<file path="src/rtl/qif_pkg.sv">
// Shared constants, FSM state encoding and saturation helper for the QIF neuron scheduler.
package qif_pkg;

  localparam int DATA_W     = 8;
  localparam int SUM_W      = 2 * DATA_W + 2;
  localparam int REFR_TICKS = 3;

  localparam logic signed [DATA_W-1:0] V_RESET = DATA_W'(-20);
  localparam logic signed [DATA_W-1:0] V_PEAK  = DATA_W'(50);

  localparam logic signed [SUM_W-1:0] SAT_MAX = SUM_W'((1 << (DATA_W - 1)) - 1);
  localparam logic signed [SUM_W-1:0] SAT_MIN = SUM_W'(-(1 << (DATA_W - 1)));

  typedef enum logic [2:0] {
    S_IDLE,
    S_READ,
    S_UPDATE,
    S_WRITE,
    S_SPIKE,
    S_DONE
  } state_t;

  // Clamp a wide signed sum into the membrane range.
  function automatic logic signed [DATA_W-1:0] sat(input logic signed [SUM_W-1:0] x);
    if (x > SAT_MAX) begin
      return {1'b0, {(DATA_W - 1){1'b1}}};
    end else if (x < SAT_MIN) begin
      return {1'b1, {(DATA_W - 1){1'b0}}};
    end else begin
      return x[DATA_W-1:0];
    end
  endfunction

endpackage

</file>
<file path="src/rtl/qif_update.sv">
// Combinational QIF membrane update: fire on V >= V_PEAK, otherwise
// V + (V>>>3)^2 + (I>>>2), saturated to the membrane range.
module qif_update
  import qif_pkg::*;
(
  input  logic signed [DATA_W-1:0] v,
  input  logic signed [DATA_W-1:0] i_syn,
  output logic signed [DATA_W-1:0] v_next,
  output logic                     fire
);

  logic signed [DATA_W-1:0]   v_sh;
  logic signed [DATA_W-1:0]   i_sh;
  logic signed [2*DATA_W-1:0] sq;
  logic signed [SUM_W-1:0]    sum;

  assign v_sh = v >>> 3;
  assign i_sh = i_syn >>> 2;
  assign sq   = (2 * DATA_W)'(v_sh) * (2 * DATA_W)'(v_sh);
  assign sum  = SUM_W'(v) + SUM_W'(sq) + SUM_W'(i_sh);

  assign fire   = (v >= V_PEAK);
  assign v_next = fire ? V_RESET : sat(sum);

endmodule

</file>
<file path="src/rtl/qif_neuron_scheduler.sv">
// Time-multiplexed QIF neuron array: one shared update datapath swept over all neurons per tick.
// Define QIF_REFRACTORY_EN to add per-neuron refractory counters (REFR_TICKS from qif_pkg).
module qif_neuron_scheduler
  import qif_pkg::*;
#(
  parameter  int N_NEURONS = 8,
  localparam int IDX_W     = $clog2(N_NEURONS)
) (
  input  logic                        clk,
  input  logic                        rst_n,
  input  logic                        tick_i,
  input  logic [N_NEURONS*DATA_W-1:0] i_syn_i,
  output logic                        busy_o,
  output logic                        done_o,
  output logic                        overrun_o,
  output logic                        spike_valid_o,
  output logic [IDX_W-1:0]            spike_idx_o,
  input  logic                        spike_ready_i,
  input  logic [IDX_W-1:0]            rd_idx_i,
  output logic signed [DATA_W-1:0]    rd_v_o
);

  state_t state, state_nxt;

  logic [IDX_W-1:0]                   idx;
  logic                               last;
  logic signed [DATA_W-1:0]           v_mem [N_NEURONS];
  logic [N_NEURONS-1:0][DATA_W-1:0]   i_arr;

  logic signed [DATA_W-1:0] v_cur;
  logic signed [DATA_W-1:0] i_cur;
  logic signed [DATA_W-1:0] v_upd;
  logic                     fire_upd;
  logic signed [DATA_W-1:0] v_eff;
  logic                     fire_eff;
  logic signed [DATA_W-1:0] v_nxt_q;
  logic                     fire_q;

  assign i_arr  = i_syn_i;
  assign last   = (idx == IDX_W'(N_NEURONS - 1));
  assign rd_v_o = v_mem[rd_idx_i];

  qif_update u_update (
    .v      (v_cur),
    .i_syn  (i_cur),
    .v_next (v_upd),
    .fire   (fire_upd)
  );

  always_ff @(posedge clk) begin
    if (!rst_n) begin
      state <= S_IDLE;
    end else begin
      state <= state_nxt;
    end
  end

  always_comb begin
    state_nxt     = state;
    busy_o        = (state != S_IDLE);
    done_o        = (state == S_DONE);
    spike_valid_o = (state == S_SPIKE);
    case (state)
      S_IDLE:   if (tick_i) state_nxt = S_READ;
      S_READ:   state_nxt = S_UPDATE;
      S_UPDATE: state_nxt = S_WRITE;
      S_WRITE: begin
        if (fire_q)    state_nxt = S_SPIKE;
        else if (last) state_nxt = S_DONE;
        else           state_nxt = S_READ;
      end
      S_SPIKE:  if (spike_ready_i) state_nxt = last ? S_DONE : S_READ;
      S_DONE:   state_nxt = S_IDLE;
      default:  state_nxt = S_IDLE;
    endcase
  end

`ifdef QIF_REFRACTORY_EN
  localparam int RW = $clog2(REFR_TICKS + 1);

  logic [RW-1:0] refr_mem [N_NEURONS];
  logic [RW-1:0] refr_cur;

  // A refractory neuron is pinned at V_RESET and cannot fire until its counter drains.
  always_comb begin
    v_eff    = v_upd;
    fire_eff = fire_upd;
    if (refr_cur != '0) begin
      v_eff    = V_RESET;
      fire_eff = 1'b0;
    end
  end

  always_ff @(posedge clk) begin
    if (!rst_n) begin
      refr_cur <= '0;
      for (int k = 0; k < N_NEURONS; k++) begin
        refr_mem[k] <= '0;
      end
    end else begin
      if (state == S_READ) begin
        refr_cur <= refr_mem[idx];
      end
      if (state == S_WRITE) begin
        if (fire_q) begin
          refr_mem[idx] <= RW'(REFR_TICKS);
        end else if (refr_cur != '0) begin
          refr_mem[idx] <= refr_cur - 1'b1;
        end
      end
    end
  end
`else
  always_comb begin
    v_eff    = v_upd;
    fire_eff = fire_upd;
  end
`endif

  // Datapath: operands latched in READ, result registered in UPDATE, committed in WRITE.
  always_ff @(posedge clk) begin
    if (!rst_n) begin
      idx         <= '0;
      v_cur       <= '0;
      i_cur       <= '0;
      v_nxt_q     <= '0;
      fire_q      <= 1'b0;
      spike_idx_o <= '0;
      overrun_o   <= 1'b0;
      for (int k = 0; k < N_NEURONS; k++) begin
        v_mem[k] <= V_RESET;
      end
    end else begin
      if (tick_i && (state != S_IDLE)) begin
        overrun_o <= 1'b1;
      end
      case (state)
        S_IDLE: begin
          if (tick_i) idx <= '0;
        end
        S_READ: begin
          v_cur <= v_mem[idx];
          i_cur <= i_arr[idx];
        end
        S_UPDATE: begin
          v_nxt_q <= v_eff;
          fire_q  <= fire_eff;
        end
        S_WRITE: begin
          v_mem[idx] <= v_nxt_q;
          if (fire_q) begin
            spike_idx_o <= idx;
          end else if (!last) begin
            idx <= idx + 1'b1;
          end
        end
        S_SPIKE: begin
          if (spike_ready_i && !last) idx <= idx + 1'b1;
        end
        default: ;
      endcase
    end
  end

endmodule

</file>
<file path="config.mk">
export PLATFORM = sky130hd
export DESIGN_NAME = qif_neuron_scheduler
export DESIGN_NICKNAME = d
export VERILOG_FILES = /design/src/rtl/qif_pkg.sv /design/src/rtl/qif_update.sv /design/src/rtl/qif_neuron_scheduler.sv
export SDC_FILE = /design/constraint.sdc
export NUM_CORES = 1
export LEC_CHECK = 0
export ABC_CLOCK_PERIOD_IN_PS = 6600
export CELL_PAD_IN_SITES_DETAIL_PLACEMENT = 1
export CELL_PAD_IN_SITES_GLOBAL_PLACEMENT = 2
export CORE_MARGIN = 10
export CORE_UTILIZATION = 29
export DETAILED_ROUTE_END_ITERATION = 7
export GPL_TIMING_DRIVEN = 0
export PLACE_DENSITY_LB_ADDON = 0.1
export SYNTH_ARGS = -nofsm -noshare
export SYNTH_HDL_FRONTEND = slang
export SYNTH_SLANG_ARGS = --single-unit
export TNS_END_PERCENT = 20
</file>
<file path="constraint.sdc">
create_clock -name clk -period 6.6 [get_ports clk]
set_clock_uncertainty 0.2 [all_clocks]
set_input_delay 1.32 -clock clk [delete_from_list [all_inputs] [get_ports clk]]
set_output_delay 1.32 -clock clk [all_outputs]
set_load 0.02 [all_outputs]
</file>
==> results of run 1 <==
## worst max-delay path: cells and delay by family, from the launching register on
kind / cells / cell delay [ns]
DFF: 1 / 0.44
AOI/OAI and AO/OA: 4 / 1.15
buffers and inverters: 5 / 0.71
muxes: 1 / 0.23
adders and majority gates: 5 / 2.42
and+or+nand+nor: 3 / 0.59
## cells in the mapped netlist, drive strengths merged (7+ instances only)
cell type   n  share of area (%)
edfxtp     64                 29
inv        63                3.5
nor2       41                2.4
dfxtp      33                9.9
or3        32                3.0
fa         30                9.0
ha         30                5.6
clkbuf     28                1.6
a21oi      27                2.3
mux4       26                8.8
mux2i      25                3.8
nand2      25                1.4
and2       24                2.3
o21ai      20                1.6
nand2b     14                1.3
buf        11               0.81
o22ai      11                1.0
a221oi      9                1.2
a22oi       9                1.0
o221ai      9                1.2
xnor2       9                1.2
and3        8               0.75
mux2        8                1.4
a211oi      7               0.86
nand3       7               0.53
## routing by layer
layer | GRT usage (%) | up-vias | share of wire [%]
met4 | 3.36 | 0 | 1.2
li1 | - | 2377 | -
met2 | 28.1 | 46 | 54
met5 | 0 | - | 0
met1 | 17.8 | 2556 | 42
met3 | 2.22 | 18 | 2.0
## power breakdown
group	internal [mW]	switching, mW	total (mW)
logic	0.272	0.392	0.665
clock network	0.258	0.252	0.510
registers	0.672	0.0432	0.715
## final cells by class
class                           instances  share of cell area [%]
Multi-Input combinational cell        411                    46.2
Sequential cell                        97                    32.4
Timing Repair Buffer                   68                    8.47
Tap cell                              285                    4.47
Inverter                               63                    2.96
Clock buffer                            9                    2.82
Buffer                                 39                    1.99
Clock inverter                          7                   0.690
## worst paths after layout
path                  startpoint              to
setup / recovery        v_cur[4]      v_nxt_q[3]
setup reg to reg        v_cur[4]      v_nxt_q[3]
hold reg to reg   spike_idx_o[1]  spike_idx_o[1]
hold / removal    spike_idx_o[1]  spike_idx_o[1]
## state kept, by name (all words and copies together) (netlist names)
signal / cells
v_nxt_q: 8
v_cur: 8
fire_q: 1
spike_idx_o: 3
i_cur: 6
overrun_o: 1
v_mem: 64
idx: 3
state: 3
## kinds of logic after synthesis
| logic type | after synthesis |
|---|---|
| AO/OA/AOI/OAI | 112 |
| XOR/XNOR | 13 |
| adder cells (fa/ha/maj) | 60 |
| buffers and inverters | 102 |
| flip-flops | 97 |
| multiplexers | 59 |
| AND/OR/NAND/NOR | 167 |
## metrics by stage
stage / setup WS [ns] / cells / cell area (sq um)
floorplan: 1.50 / 610 / 6670
global placement: 0.716 / 961 / 7680
detailed placement: 0.651 / 962 / 7690
CTS: 0.621 / 978 / 7970
global route: 0.375 / 979 / 7980
finish: 0.743 / 979 / 7980
==> out/qor.txt, run 1 <==
Ports -> 86
mux share of post-synthesis cell area -> 13.9%
Setup Viol. Count Final -> 0
maximum number of pins on one net before global-route repair -> 18
Worst-Margin Slew -> 1.20 ns
via-per-instance ratio -> 5.10
layout cell share with drive strength beyond 1 -> 11.0%
R2R cell count -> 18
CP max-delay cell -> fa_1
Overflow after GRT -> 0
worst rel slew slack -> 19.0%
number of global-route vias before repair -> 5652
Routability Congestion -> 0.831
WHS Path Cells -> 2
post-synthesis cell type count -> 58
die width -> 172 um
Post-Syn Area -> 6670 sq um
CP required -> 6.64 ns
Synth Area in Simple Gates -> 13.3%
Synth Area in Adders -> 14.6%
register area share after synthesis -> 38.7%
max-slew violations -> 0
DR pass1 iterations -> 4
final period utilization -> 88.7%
CP arrival -> 5.90 ns
Max Cap Violations -> 0
Synth Area in XOR/XNOR -> 1.71%
r2r setup slk -> 0.74 ns
total CTS buffers -> 9
Detail Placement HPWL -> 17900 um
initial antenna violation count -> 0
Antenna diodes -> 0
Min Clock Period, post-route -> 5.86 ns
Yosys warnings -> 0
Min-Delay Path Class -> reg2reg
Die Y -> 172 um
post-route DRC violation count -> 0
die area -> 29400 sq um
clock-pin slew on the worst setup and hold paths -> 0.07 ns
Max VDD drop -> 103 uV
initial core utilization -> 29.4%
area of the multi-input gates -> 3690 sq um
WHS -> 0.263 ns
CTS tree -> yes
H-tree level count -> 3
cts hold-fix bufs -> 0
CP Class -> reg2reg
Post-synth ARST share -> 0%
CTS max path bufs -> 2
FMAX -> 171 MHz
compound-gate portion of the synthesized area -> 11.8%
slowest stage delay, CP -> 0.57 ns
total power -> 1.89 mW
std cell rows -> 55
Synth Register Bits -> 97
root buf cell -> clkbuf_16
number of flops mapped to enable cells by yosys -> 64
Core ar. -> 22600 sq um
TNS Setup -> 0 ns
critical path peak fanout -> 8
P_leak -> 2.83 nW
Post-CTS Resized -> 0
RSZ-0062 raised after global routing -> no
clock sink total -> 97
status -> finished clean
most frequent cells in the layout -> 66 x clkdlybuf4s50_1, 64 x edfxtp_1, 63 x inv_1
Finished Core Util -> 35.2%
pwr dens -> 237 nW/um^2
DR iter-0 viols -> 224
nets -> 820
register area -> 2580 sq um
post-CTS setup buffer count -> 0
Primary FF master, synth -> edfxtp_1
Final ANT Viol Nets -> 0
synthesized netlist cell count -> 610
area grow syn2layout -> 19.7%
post-synthesis net count -> 741
drt total wl -> 21700 um
fill count -> 2494
first-pass GRT wire length -> 33900 um
main combinational cell family by area after synthesis -> adder cells
Port Buffers -> 66
gr usage total -> 15.1%
Hold Fails Final Rpt -> 0
worst-path cell chain -> clkbuf_1 > and2_1 > inv_1 > fa_1 > inv_1 > fa_1 > fa_1 > inv_1 > fa_1 > inv_1 > ha_1 > nor2_1 > a211oi_1 > mux2i_1 > o2111ai_1 > o41a_1 > nor2_4 > a21oi_2
syn_area_per_cell -> 10.9 sq um
DR vias -> 4997
Critical Path Start Type -> flop
clock latency on the worst-skew pair -> 0.36 ns
wire length per cell -> 22.2 um
most common library cell in the layout ignoring fill and taps -> clkdlybuf4s50_1
CP endpoint kind -> flop
No activity file was read; power rests on OpenSTA's default activity.
==> run 2, diff against run 1 <==
Settings changed: ABC_CLOCK_PERIOD_IN_PS 6600 to default.
==> results of run 2 <==
The final DEF is identical to that of run 1; final timing and power are the same.
